==> src/rtl/rot_pkg.sv <==
// Shared constants and FSM state type for the rotate arbiter.
// Holds requester count, operand/amount widths and the result-register state enum.
package rot_pkg;
  localparam int NREQ = 4;
  localparam int DW   = 8;
  localparam int AW   = 3;
  localparam int IDW  = 2;

  typedef enum logic {
    ST_EMPTY = 1'b0,
    ST_FULL  = 1'b1
  } state_t;
endpackage

==> src/rtl/rotr8.sv <==
// Combinational 8-bit rotate-right by a 3-bit amount.
module rotr8
  import rot_pkg::*;
(
  input  logic [DW-1:0] i_data,
  input  logic [AW-1:0] i_amt,
  output logic [DW-1:0] o_data
);

  always_comb begin
    o_data = i_data;
    case (i_amt)
      3'd1:    o_data = {i_data[0],   i_data[7:1]};
      3'd2:    o_data = {i_data[1:0], i_data[7:2]};
      3'd3:    o_data = {i_data[2:0], i_data[7:3]};
      3'd4:    o_data = {i_data[3:0], i_data[7:4]};
      3'd5:    o_data = {i_data[4:0], i_data[7:5]};
      3'd6:    o_data = {i_data[5:0], i_data[7:6]};
      3'd7:    o_data = {i_data[6:0], i_data[7]};
      default: o_data = i_data;
    endcase
  end

endmodule

==> src/rtl/rot_arbiter.sv <==
// Round-robin arbiter feeding a single-entry rotate result register.
// state    | meaning
// ST_EMPTY | no result held, res_valid=0, grants accepted freely
// ST_FULL  | result held, res_valid=1, grant only when it is consumed
module rot_arbiter #(
  parameter int NREQ = 4,
  parameter int CNTW = 16
) (
  input  logic                          clk,
  input  logic                          reset,
  input  logic [NREQ-1:0]               req,
  input  logic [NREQ*rot_pkg::DW-1:0]   req_data,
  input  logic [NREQ*rot_pkg::AW-1:0]   req_amt,
  output logic [NREQ-1:0]               gnt,
  output logic                          res_valid,
  output logic [rot_pkg::DW-1:0]        res_data,
  output logic [rot_pkg::IDW-1:0]       res_id,
  input  logic                          res_ready,
  output logic [CNTW-1:0]               op_count
);
  import rot_pkg::*;

  state_t          r_state;
  state_t          w_state_nxt;
  logic [IDW-1:0]  r_ptr;
  logic [IDW-1:0]  r_id;
  logic [DW-1:0]   r_data;
  logic [CNTW-1:0] r_op_count;

  logic              w_can_accept;
  logic              w_any;
  logic              w_consume;
  logic [IDW-1:0]    w_off;
  logic [IDW-1:0]    w_idx;
  logic [2*NREQ-1:0] w_req_dbl;
  logic [NREQ-1:0]   w_req_rot;
  logic [DW-1:0]     w_sel_data;
  logic [AW-1:0]     w_sel_amt;
  logic [DW-1:0]     w_rot;

  assign w_can_accept = (r_state == ST_EMPTY) | res_ready;
  assign w_consume    = (r_state == ST_FULL) & res_ready;

  // Rotating the request vector by ptr turns the round-robin search into a plain priority pick.
  assign w_req_dbl = {req, req};
  assign w_req_rot = w_req_dbl[r_ptr +: NREQ];

  always_comb begin
    w_off = '0;
    for (int k = NREQ - 1; k >= 0; k--) begin
      if (w_req_rot[k]) w_off = IDW'(k);
    end
  end

  assign w_any = (|w_req_rot) & w_can_accept & ~reset;
  assign w_idx = r_ptr + w_off;
  assign gnt   = w_any ? (NREQ'(1) << w_idx) : '0;

  always_comb begin
    w_sel_data = '0;
    w_sel_amt  = '0;
    for (int i = 0; i < NREQ; i++) begin
      if (w_idx == IDW'(i)) begin
        w_sel_data = req_data[DW*i +: DW];
        w_sel_amt  = req_amt[AW*i +: AW];
      end
    end
  end

  rotr8 u_rotr8 (
    .i_data (w_sel_data),
    .i_amt  (w_sel_amt),
    .o_data (w_rot)
  );

  always_comb begin
    w_state_nxt = r_state;
    case (r_state)
      ST_EMPTY: if (w_any) w_state_nxt = ST_FULL;
      ST_FULL:  if (w_consume && !w_any) w_state_nxt = ST_EMPTY;
      default:  w_state_nxt = ST_EMPTY;
    endcase
  end

  always_ff @(posedge clk) begin
    if (reset) begin
      r_state    <= ST_EMPTY;
      r_ptr      <= '0;
      r_data     <= '0;
      r_id       <= '0;
      r_op_count <= '0;
    end else begin
      r_state <= w_state_nxt;
      if (w_consume) r_op_count <= r_op_count + CNTW'(1);
      if (w_any) begin
        r_data <= w_rot;
        r_id   <= w_idx;
        r_ptr  <= w_idx + IDW'(1);
      end
    end
  end

  assign res_valid = (r_state == ST_FULL);
  assign res_data  = r_data;
  assign res_id    = r_id;
  assign op_count  = r_op_count;

endmodule

==> config.mk <==
export PLATFORM = sky130hd
export DESIGN_NAME = rot_arbiter
export DESIGN_NICKNAME = d
export VERILOG_FILES = /design/src/rtl/rot_pkg.sv /design/src/rtl/rotr8.sv /design/src/rtl/rot_arbiter.sv
export SDC_FILE = /design/constraint.sdc
export NUM_CORES = 1
export LEC_CHECK = 0
export ABC_AREA = 1
export BUFFER_PORTS_ARGS = -buffer_cell sky130_fd_sc_hd__buf_2
export CAP_MARGIN = 10
export CORE_ASPECT_RATIO = 1.25
export CORE_UTILIZATION = 41
export DETAILED_ROUTE_END_ITERATION = 8
export HOLD_SLACK_MARGIN = 0.03
export PLACE_DENSITY = 0.81
export SYNTH_ARGS = -nofsm -noshare
export SYNTH_HDL_FRONTEND = slang
export SYNTH_HIERARCHICAL = 1
export SYNTH_SLANG_ARGS = --single-unit
==> constraint.sdc <==
create_clock -name clk -period 3.4 [get_ports clk]
set_clock_uncertainty 0.1 [all_clocks]
set_input_delay 0.17 -clock clk [delete_from_list [all_inputs] [get_ports clk]]
set_output_delay 0.17 -clock clk [all_outputs]
set_load 0.01 [all_outputs]
Word level (Yosys, flattened, before mapping):

Index checks and enable logic that the tools add are counted.

* add/subtract/negate cells: 3
* equal/unequal tests: 10
* shift operators: 2
* multiplexer cells: 17
* bitwise logic cells: 6
* reductions and logical operators: 4

Operator list (number)
* case mux 8 bit (7 select lines): 1
* 2-to-1 mux 8 bit: 4
* adder 16 x 1 -> 16 bit (second input constant): 1
* equality test 3 bit (second input constant): 4
* 2-to-1 mux 3 bit: 4
* 2-to-1 mux 2 bit: 4
* variable part select 8 x 3 -> 4 bit: 1
* equality test 3 x 2 -> 1 bit (second input constant): 2
* equality test 2 bit (second input constant): 2
* 2-to-1 mux 4 bit: 1
* OR reduction 4 bit: 1
* left shift 1 x 2 -> 4 bit (first input constant): 1
* AND 1 bit: 3
* equality test 3 x 1 -> 1 bit (second input constant): 1
* adder 2 x 1 -> 2 bit (second input constant): 1
* adder 2 bit: 1
* equality test 2 x 1 -> 1 bit (second input constant): 1
* zero test 2 bit: 1
* 2-to-1 mux 1 bit: 2
* inverter 1 bit: 2
* case mux 1 bit (2 select lines): 1
* logical AND 1 bit: 1
* zero test 1 bit: 1
* OR 1 bit: 1

* flip-flop bits (word level): 29
* word-level logic and storage cells: 47

Depth between registers and ports, before layout:

Gate-level depths: netlist of the first run.

* word-level depth: 13
* depth in mapped cells: 28
* depth with buffers taken out: 25

Hierarchy:

The synthesis of the first run kept the hierarchy.

By module, submodules not included
* rot_arbiter: instances 1, cells an instance 297, area each 1811.7 µm²
* rotr8: instances 1, cells an instance 146, area each 743.2 µm²

Least setup slack after synthesis of the first run:

No wires, ideal clock.

* path type: flip-flop to flip-flop
* start point: reg r_ptr[0]
* end point: reg r_data[0], in the netlist res_data[0]
* arrival: 3.193 ns
* required time: 3.187 ns
* path slack: -0.006 ns
* cell stages (with the launch flop): 27
* path buffers: 2
* cell sequence: dfxtp_1 -> inv_2 -> nand2_1 -> nand3_1 -> nand2_2 -> nand3_1 -> a21boi_0 -> ha_1 -> xor2_1 -> o21ai_0 -> nand2_1 -> inv_1 -> ha_1 -> nor2_1 -> clkbuf_1 -> nand2_1 -> nand2_1 -> o21ai_0 -> o21ai_0 -> buf_6 -> inv_2 -> nand4_1 -> nand2_1 -> nor2_1 -> nand3_1 -> nand2_1 -> nand2_1

* cells in the longest elaborated chain, start to end: 13
* elaborated cells on any way between the ends: 29
* classes of those cells: add/sub: 1; eq/ne: 10; shift: 1; mux: 13; bitwise: 2; reduce/logical: 2

RTL lines
* start, declared: line rot_arbiter.sv:25 `logic [IDW-1:0] r_ptr;`
* start signal, assigned: line rot_arbiter.sv:98 `r_ptr <= w_idx + IDW'(1);`
* variable part select 8 x 3 -> 4 bit: line rot_arbiter.sv:46 `assign w_req_rot = w_req_dbl[r_ptr +: NREQ];`
* 2-to-1 mux 2 bit (4 in series): line rot_arbiter.sv:51 `if (w_req_rot[k]) w_off = IDW'(k);`
* adder 2 bit *: line rot_arbiter.sv:56 `assign w_idx = r_ptr + w_off;`
* named net w_idx[1]: line rot_arbiter.sv:34 `logic [IDW-1:0] w_idx;`
* zero test 2 bit: line rot_arbiter.sv:63 `if (w_idx == IDW'(i)) begin`
* 2-to-1 mux 3 bit (3 in series): line rot_arbiter.sv:63
* 2-to-1 mux 3 bit *: line rot_arbiter.sv:63
* named net w_sel_amt[1]: line rot_arbiter.sv:38 `logic [AW-1:0] w_sel_amt;`
* equality test 3 bit (tied with other cells): line rotr8.sv:12 `case (i_amt)`
* case mux 8 bit (7 select lines) *: line rotr8.sv:12
* named net w_rot[0]: line rot_arbiter.sv:39 `logic [DW-1:0] w_rot;`
* end signal, assigned: line rot_arbiter.sv:96 `r_data <= w_rot;`
* end, declared: line rot_arbiter.sv:27 `logic [DW-1:0] r_data;`

Mark *: on every way through the listed nets, which the timed path passes. The rest lies on a longest branch.
A chain may end at the register's enable or synchronous reset.

Worst setup path in the final report of the first run:

* start point: reg r_ptr[0]
* end point: reg r_data[3], in the netlist res_data[3]

The elaborated chain is that of the path after synthesis.

==> reports/metrics.csv, run 1 <==
stage,metric,value,unit
worst_setup_path,crit_top_cell,nand2_1,
floorplan,design.core.area,0.00590,sq mm
yosys,avgSynthCellArea,5.77,sq um
sta,max_freq,299,MHz
placement,place_hpwl,5570,um
cts,clk_latency,0.27,ns
placement,port_buffers,81,
global_route,grt_usage,23.1,%
yosys,netlist_area,0.00255,sq mm
floorplan,die_area,0.00655,sq mm
sta,worstMarginPinSlew,0.678,ns
global_route,grt_antenna_before_repair,0,
drt,drt_iter0_drc,201,
hold_path,hp-class,input port to flop,
floorplan,initial_core_util,43.3,%
worst_setup_path,r2r_cells,28,
sta,timing.final.hold_violations,0,
yosys,yosysTopAreaCell,dfxtp_1,
yosys,synth_flop_cell,dfxtp_1,
yosys,synth_edf_count,0,
floorplan,die_w,72.6,um
placement,gp_congestion,0.974,
global_route,grt_max_degree,29,
cells_and_area,antenna_cells,0,
worst_setup_path,worstSetupStartpointType,flop,
drt,drt-total-wl,8350,um
cells_and_area,fin_cells,629,
cts,path_clk_slew,0.07,ns
outcome,status,completed,
cts,clock-root-buffer,clkbuf_8,
yosys,synth_area_leaders,"dfxtp_1 (23%), nand2_1 (19%), nand3_1 (9.8%), nand4_1 (8.6%), nor2_1 (6.9%)",
worst_setup_path,cp-end-kind,flop,
sta,relSlewSlack,54.7,%
global_route,grt_pass1_vias,2968,
drt,drc,0,
drt,ant_nets,0,
worst_setup_path,critPathKind,flop to flop,
worst_setup_path,critical-path-max-stage-delay,0.39,ns
drt,dr.pass1.iters,6,
global_route,overflow,0,
cts,clkSinkCount,29,
worst_setup_path,worstPathArrival,3.41,ns
yosys,yosysMostFrequentCell,nand2_1,
yosys,synth_common_cells,"nand2_1 (130), nand3_1 (50), nor2_1 (47)",
cells_and_area,area_delta_synth_final,40.7,%
hold_path,holdPathStages,2,
cts,cts.path.max_buffers,2,
sta,period_minus_slack,3.35,ns
sta,slew_violations,0,
floorplan,io-pin-count,82,
yosys,ys_seq_elements,29,
drt,vias_per_cell,5.34,
sta,setup_viol,0,
worst_setup_path,crit_path_top_delay_cell,dfxtp_4,
worst_setup_path,required,3.46,ns
yosys,async_flop_share,0,%
global_route,grt_pass1_wl,12500,um
cts,h-tree-depth,2,
sta,rsz0062_at_grt,true,
yosys,synthCells,443,
floorplan,die_y,90.3,um
cells_and_area,postLayoutCoreUtil,61.0,%
placement,place_inst,601,
cells_and_area,layout-drive-gt1-share,33.6,%
cells_and_area,nets,603,
cts,tritoncts,done,
drt,post_drt_wl_per_cell,13.3,um
yosys,yosysUniqueCellTypes,29,
yosys,yosysSeqAreaShare,22.7,%
floorplan,num_rows,31,
sta,finalCritPeriodShare,98.5,%
run,maxCapViolations,0,
cts,cts_buffers,5,
drt,num_vias,3358,
worst_setup_path,crit_path_max_fanout,8,
yosys,yosysWarnings,6,
yosys,synth_nets,500,
yosys,yosys.area.top_type_share,22.7,%
-- cells in the final DEF, fill, tap and decap left out, types with 21 or more instances in the layout --
cell type,instances
buf_2,81
nand3_1,43
o21ai_0,24
buf_4,31
nand2_1,125
dfxtp_1,27
a21oi_1,21
nor2_1,38
nand4_1,35
inv_1,36
-- sequential cells by signal, summed over array words and instances (netlist names) --
| signal | count |
|---|---|
| res_valid | 1 |
| op_count | 16 |
| res_id | 2 |
| res_data | 8 |
| r_ptr | 2 |
-- critical path, delay by kind of cell, from the launching register on --
kind	cells	cell delay, ns
compound gates	3	0.42
xor+xnor	1	0.15
buf+inv	7	0.65
fa+ha+maj	2	0.31
simple gates	15	1.20
flops	1	0.39
-- stage by stage --
step / instance area, sq um / TNS [ns] / hold slack, ns / setup slack, ns
floorplan: 2560 / 0 / 0.139 / 0.0811
global placement: 3110 / 0 / 0.343 / 0.0290
detailed placement: 3110 / -0.762 / 0.348 / -0.129
CTS: 3340 / 0 / 0.0559 / 0.0132
global route: 3600 / -1.32 / 0.0620 / -0.223
finish: 3600 / 0 / 0.0597 / 0.0500
-- routing by layer --
layer / routed length, um / GRT usage, % / up-vias / share of wire [%]
li1: - / - / 1663 / -
met1: 3220 / 25.9 / 1483 / 39
met4: 385 / 10.1 / 0 / 4.6
met5: 0 / 0 / - / 0
met3: 495 / 4.02 / 45 / 5.9
met2: 4250 / 41.6 / 167 / 51
-- logic make-up (layout without fill, tap and decap cells) --
group           after synthesis  in the layout  synth area share (%)
fa+ha+maj                     6              6                  2.94
buf+inv                      75            179                  14.0
simple gates                274            274                  47.9
xor+xnor                      1              1                 0.343
flops                        29             29                  22.7
compound gates               58             58                  12.0
-- area by class of cell --
type	instances	area [sq um]
clock buffers	5	68.8
flip-flops and latches	29	586
repair inverters	1	11.3
fillers	567	2300
well taps	82	103
clock inverters	3	17.5
inverters	45	186
multi-input cells	339	1750
repair buffers	125	876
-- repair_timing --
action	in CTS	in global routing
gates resized for setup	9	45
setup buffers	9	8
endpoints found under the setup margin	8	9
hold buffers	0	0
pin swaps	4	23
cloned	1	2
-- worst paths after layout --
check                    from            to  slack (ns)
setup / recovery     r_ptr[0]   res_data[3]        0.05
hold / removal          reset  op_count[15]        0.06
setup reg to reg     r_ptr[0]   res_data[3]        0.05
hold reg to reg   res_data[4]   res_data[4]        0.36
Power of run 1 is not shown: default switching activity piles up to over one toggle a cycle in this logic, so the estimate is an artifact.
==> inputs of run 2 (changes only) <==
--- a/config.mk
+++ b/config.mk
@@ -8,11 +8,14 @@
 export ABC_AREA = 1
 export BUFFER_PORTS_ARGS = -buffer_cell sky130_fd_sc_hd__buf_2
 export CAP_MARGIN = 10
+export CELL_PAD_IN_SITES_DETAIL_PLACEMENT = 0
+export CELL_PAD_IN_SITES_GLOBAL_PLACEMENT = 1
 export CORE_ASPECT_RATIO = 1.25
-export CORE_UTILIZATION = 41
+export CORE_UTILIZATION = 31
 export DETAILED_ROUTE_END_ITERATION = 8
 export HOLD_SLACK_MARGIN = 0.03
-export PLACE_DENSITY = 0.81
+export PLACE_DENSITY = 0.9
+export SETUP_SLACK_MARGIN = 0.02
 export SYNTH_ARGS = -nofsm -noshare
 export SYNTH_HDL_FRONTEND = slang
 export SYNTH_HIERARCHICAL = 1
==> run 2 against run 1 <==
Against the previous run:
- non-clock buffer count is 5 lower
- global-route usage is 5.5 points lower
- design area is 0.45% lower
- wire length is 1.8% lower
- cell count is 1.1% higher
- setup slack better by 0.061 ns
- register-to-register slack better by 0.06 ns
- sequential share of layout area is 0.14 points higher
- die area is 31% higher
- largest cell class unchanged
==> reports/metrics.csv, run 2 (same netlist as run 1, synthesis figures left out) <==
stage,metric,value,unit,change
outcome,status,completed,,
hold_path,hp-class,input port to flop,,
global_route,grt_usage,17.6,%,-5.5 points
cells_and_area,layout_common_cells,"nand2_1 (124), buf_2 (82), nor2_1 (44), nand3_1 (43)",,
sta,finalCritPeriodShare,96.7,%,-1.8 points
cells_and_area,antenna_cells,0,,unchanged
worst_setup_path,critPathKind,flop to flop,,
cts,clk_latency,0.27,ns,about the same
cells_and_area,layout-drive-gt1-share,32.5,%,-1.1 points
cts,hold_buffers,0,,unchanged
floorplan,die_w,83.2,um,+15%
floorplan,die_area,0.00861,sq mm,+31%
drt,num_vias,3287,,-2.1%
run,maxCapViolations,0,,unchanged
cells_and_area,multi_input_area,0.00178,sq mm,+1.6%
worst_setup_path,critical-path-max-stage-delay,0.38,ns,about the same
floorplan,initial_core_util,32.4,%,-11 points
worst_setup_path,crit_path_top_delay_cell,dfxtp_4,,
cells_and_area,largest_register_ffs,16,,unchanged
worst_setup_path,worstSetupStartpointType,flop,,
worst_setup_path,crit_path_max_fanout,10,,+2
cells_and_area,postLayoutCoreUtil,45.4,%,-16 points
cells_and_area,fin_area,0.00358,sq mm,-0.45%
sta,max_freq,304,MHz,+1.8%
drt,drt_iter0_drc,105,,-48%
cts,clock-root-buffer,clkbuf_8,,
cts,path_clk_slew,0.06,ns,about the same
placement,place_hpwl,5790,um,+3.9%
sta,setup_viol,0,,unchanged
drt,dr.pass1.iters,4,,-2
cts,h-tree-depth,2,,unchanged
cts,cts.path.max_buffers,2,,unchanged
cells_and_area,final-seq-area,588,sq um,+0.43%
drt,vias_per_cell,5.17,,-3.2%
global_route,grt_max_degree,25,,-14%
worst_setup_path,crit_family,simple AND/OR/NAND/NOR gates,,
sta,relSlewSlack,53.6,%,-1.1 points
worst_setup_path,crit_top_cell,nand2_2,,
drt,ant_nets,0,,unchanged
worst_setup_path,path_buf_inv,5,,-2
placement,post_dp_cell_area,0.00311,sq mm,-0.12%
global_route,overflow,0,,unchanged
cells_and_area,n_fill_cell,817,,+44%
placement,port_buffers,81,,unchanged
drt,drc,0,,unchanged
cts,cts_buffers,5,,unchanged
floorplan,design.core.area,0.00788,sq mm,+34%
cts,clkSinkCount,29,,unchanged
drt,drt-total-wl,8200,um,-1.8%
sta,slew_violations,0,,unchanged
sta,final.setup.tns,0,ns,unchanged
floorplan,io-pin-count,82,,unchanged
sta,rsz0062_at_grt,true,,
worst_setup_path,worstPathArrival,3.36,ns,-0.05 ns
cells_and_area,layout_commonest_cell,nand2_1,,
cts,tritoncts,done,,
placement,gp_congestion,0.905,,-7.1%
global_route,grt_pass1_wl,12900,um,+3.8%
worst_setup_path,cp-end-kind,flop,,
global_route,grt_antenna_before_repair,0,,unchanged
drt,post_drt_wl_per_cell,12.9,um,-2.9%
cells_and_area,area_delta_synth_final,40.1,%,
floorplan,num_rows,36,,+16%
worst_setup_path,required,3.47,ns,about the same
floorplan,die_y,104,um,+15%
sta,worstMarginPinSlew,0.695,ns,+0.0171 ns
sta,period_minus_slack,3.29,ns,-0.0608 ns
sta,timing.final.hold_violations,0,,unchanged
global_route,grt_pass1_vias,2974,,+0.20%
cells_and_area,nets,597,,-1.0%
[run 2: changes by cell type in the layout (fill, tap and decap cells not counted), sizes merged]
cell,previous run,this run
bufinv,0,1
buf,124,117
clkinvlp,1,0
clkinv,3,0
clkbuf,6,10
[run 2: area by class of cell]
cell class,instances,share of cell area [%]
well taps,95,3.32
multi-input cells,339,49.6
clock buffers,7,2.41
repair buffers,120,22.2
flip-flops and latches,29,16.4
clock inverters,1,0.839
inverters,45,5.14
[run 2: path summary, 6_finish.rpt]
kind | start | endpoint | slack (ns) | depth (start not counted)
min reg2reg | res_data[7] | res_data[7] | 0.37 | 2
min | reset | op_count[15] | 0.06 | 2
max reg2reg | r_ptr[0] | res_data[1] | 0.11 | 25
max | r_ptr[0] | res_data[1] | 0.11 | 25
[run 2: metal layers]
metal	share of wire [%]	wire length, um	track usage (%)
met5	0	0	0
met4	2.4	194	5.91
met3	5.1	417	2.55
met2	53	4370	34.4
met1	39	3220	18.9
[run 2: timing repair]
item	4_1_cts	5_1_grt
gates resized for setup	8	56
pin swaps	2	30
gates cloned	0	4
setup buffers	5	7
endpoints found under the setup margin	8	8
[run 2: through the flow]
stage	setup WS, ns	hold WS [ns]	cells
global placement	-0.00392	0.350	613
finish	0.111	0.0580	636
global route	-0.0667	0.0579	636
detailed placement	-0.123	0.350	613
floorplan	0.0811	0.139	443
CTS	0.0394	0.0484	626
[run 2: worst register-to-register path, delay by kind of cell, from the launching register on]
family                     cells  cell delay, ns
and+or+nand+nor               13            1.12
buffers and inverters          5            0.65
adders and majority gates      2            0.35
xor gates and xnor gates       1            0.16
DFF                            1            0.38
AOI/OAI and AO/OA              4            0.41
Power of run 2 is left out for the same reason.
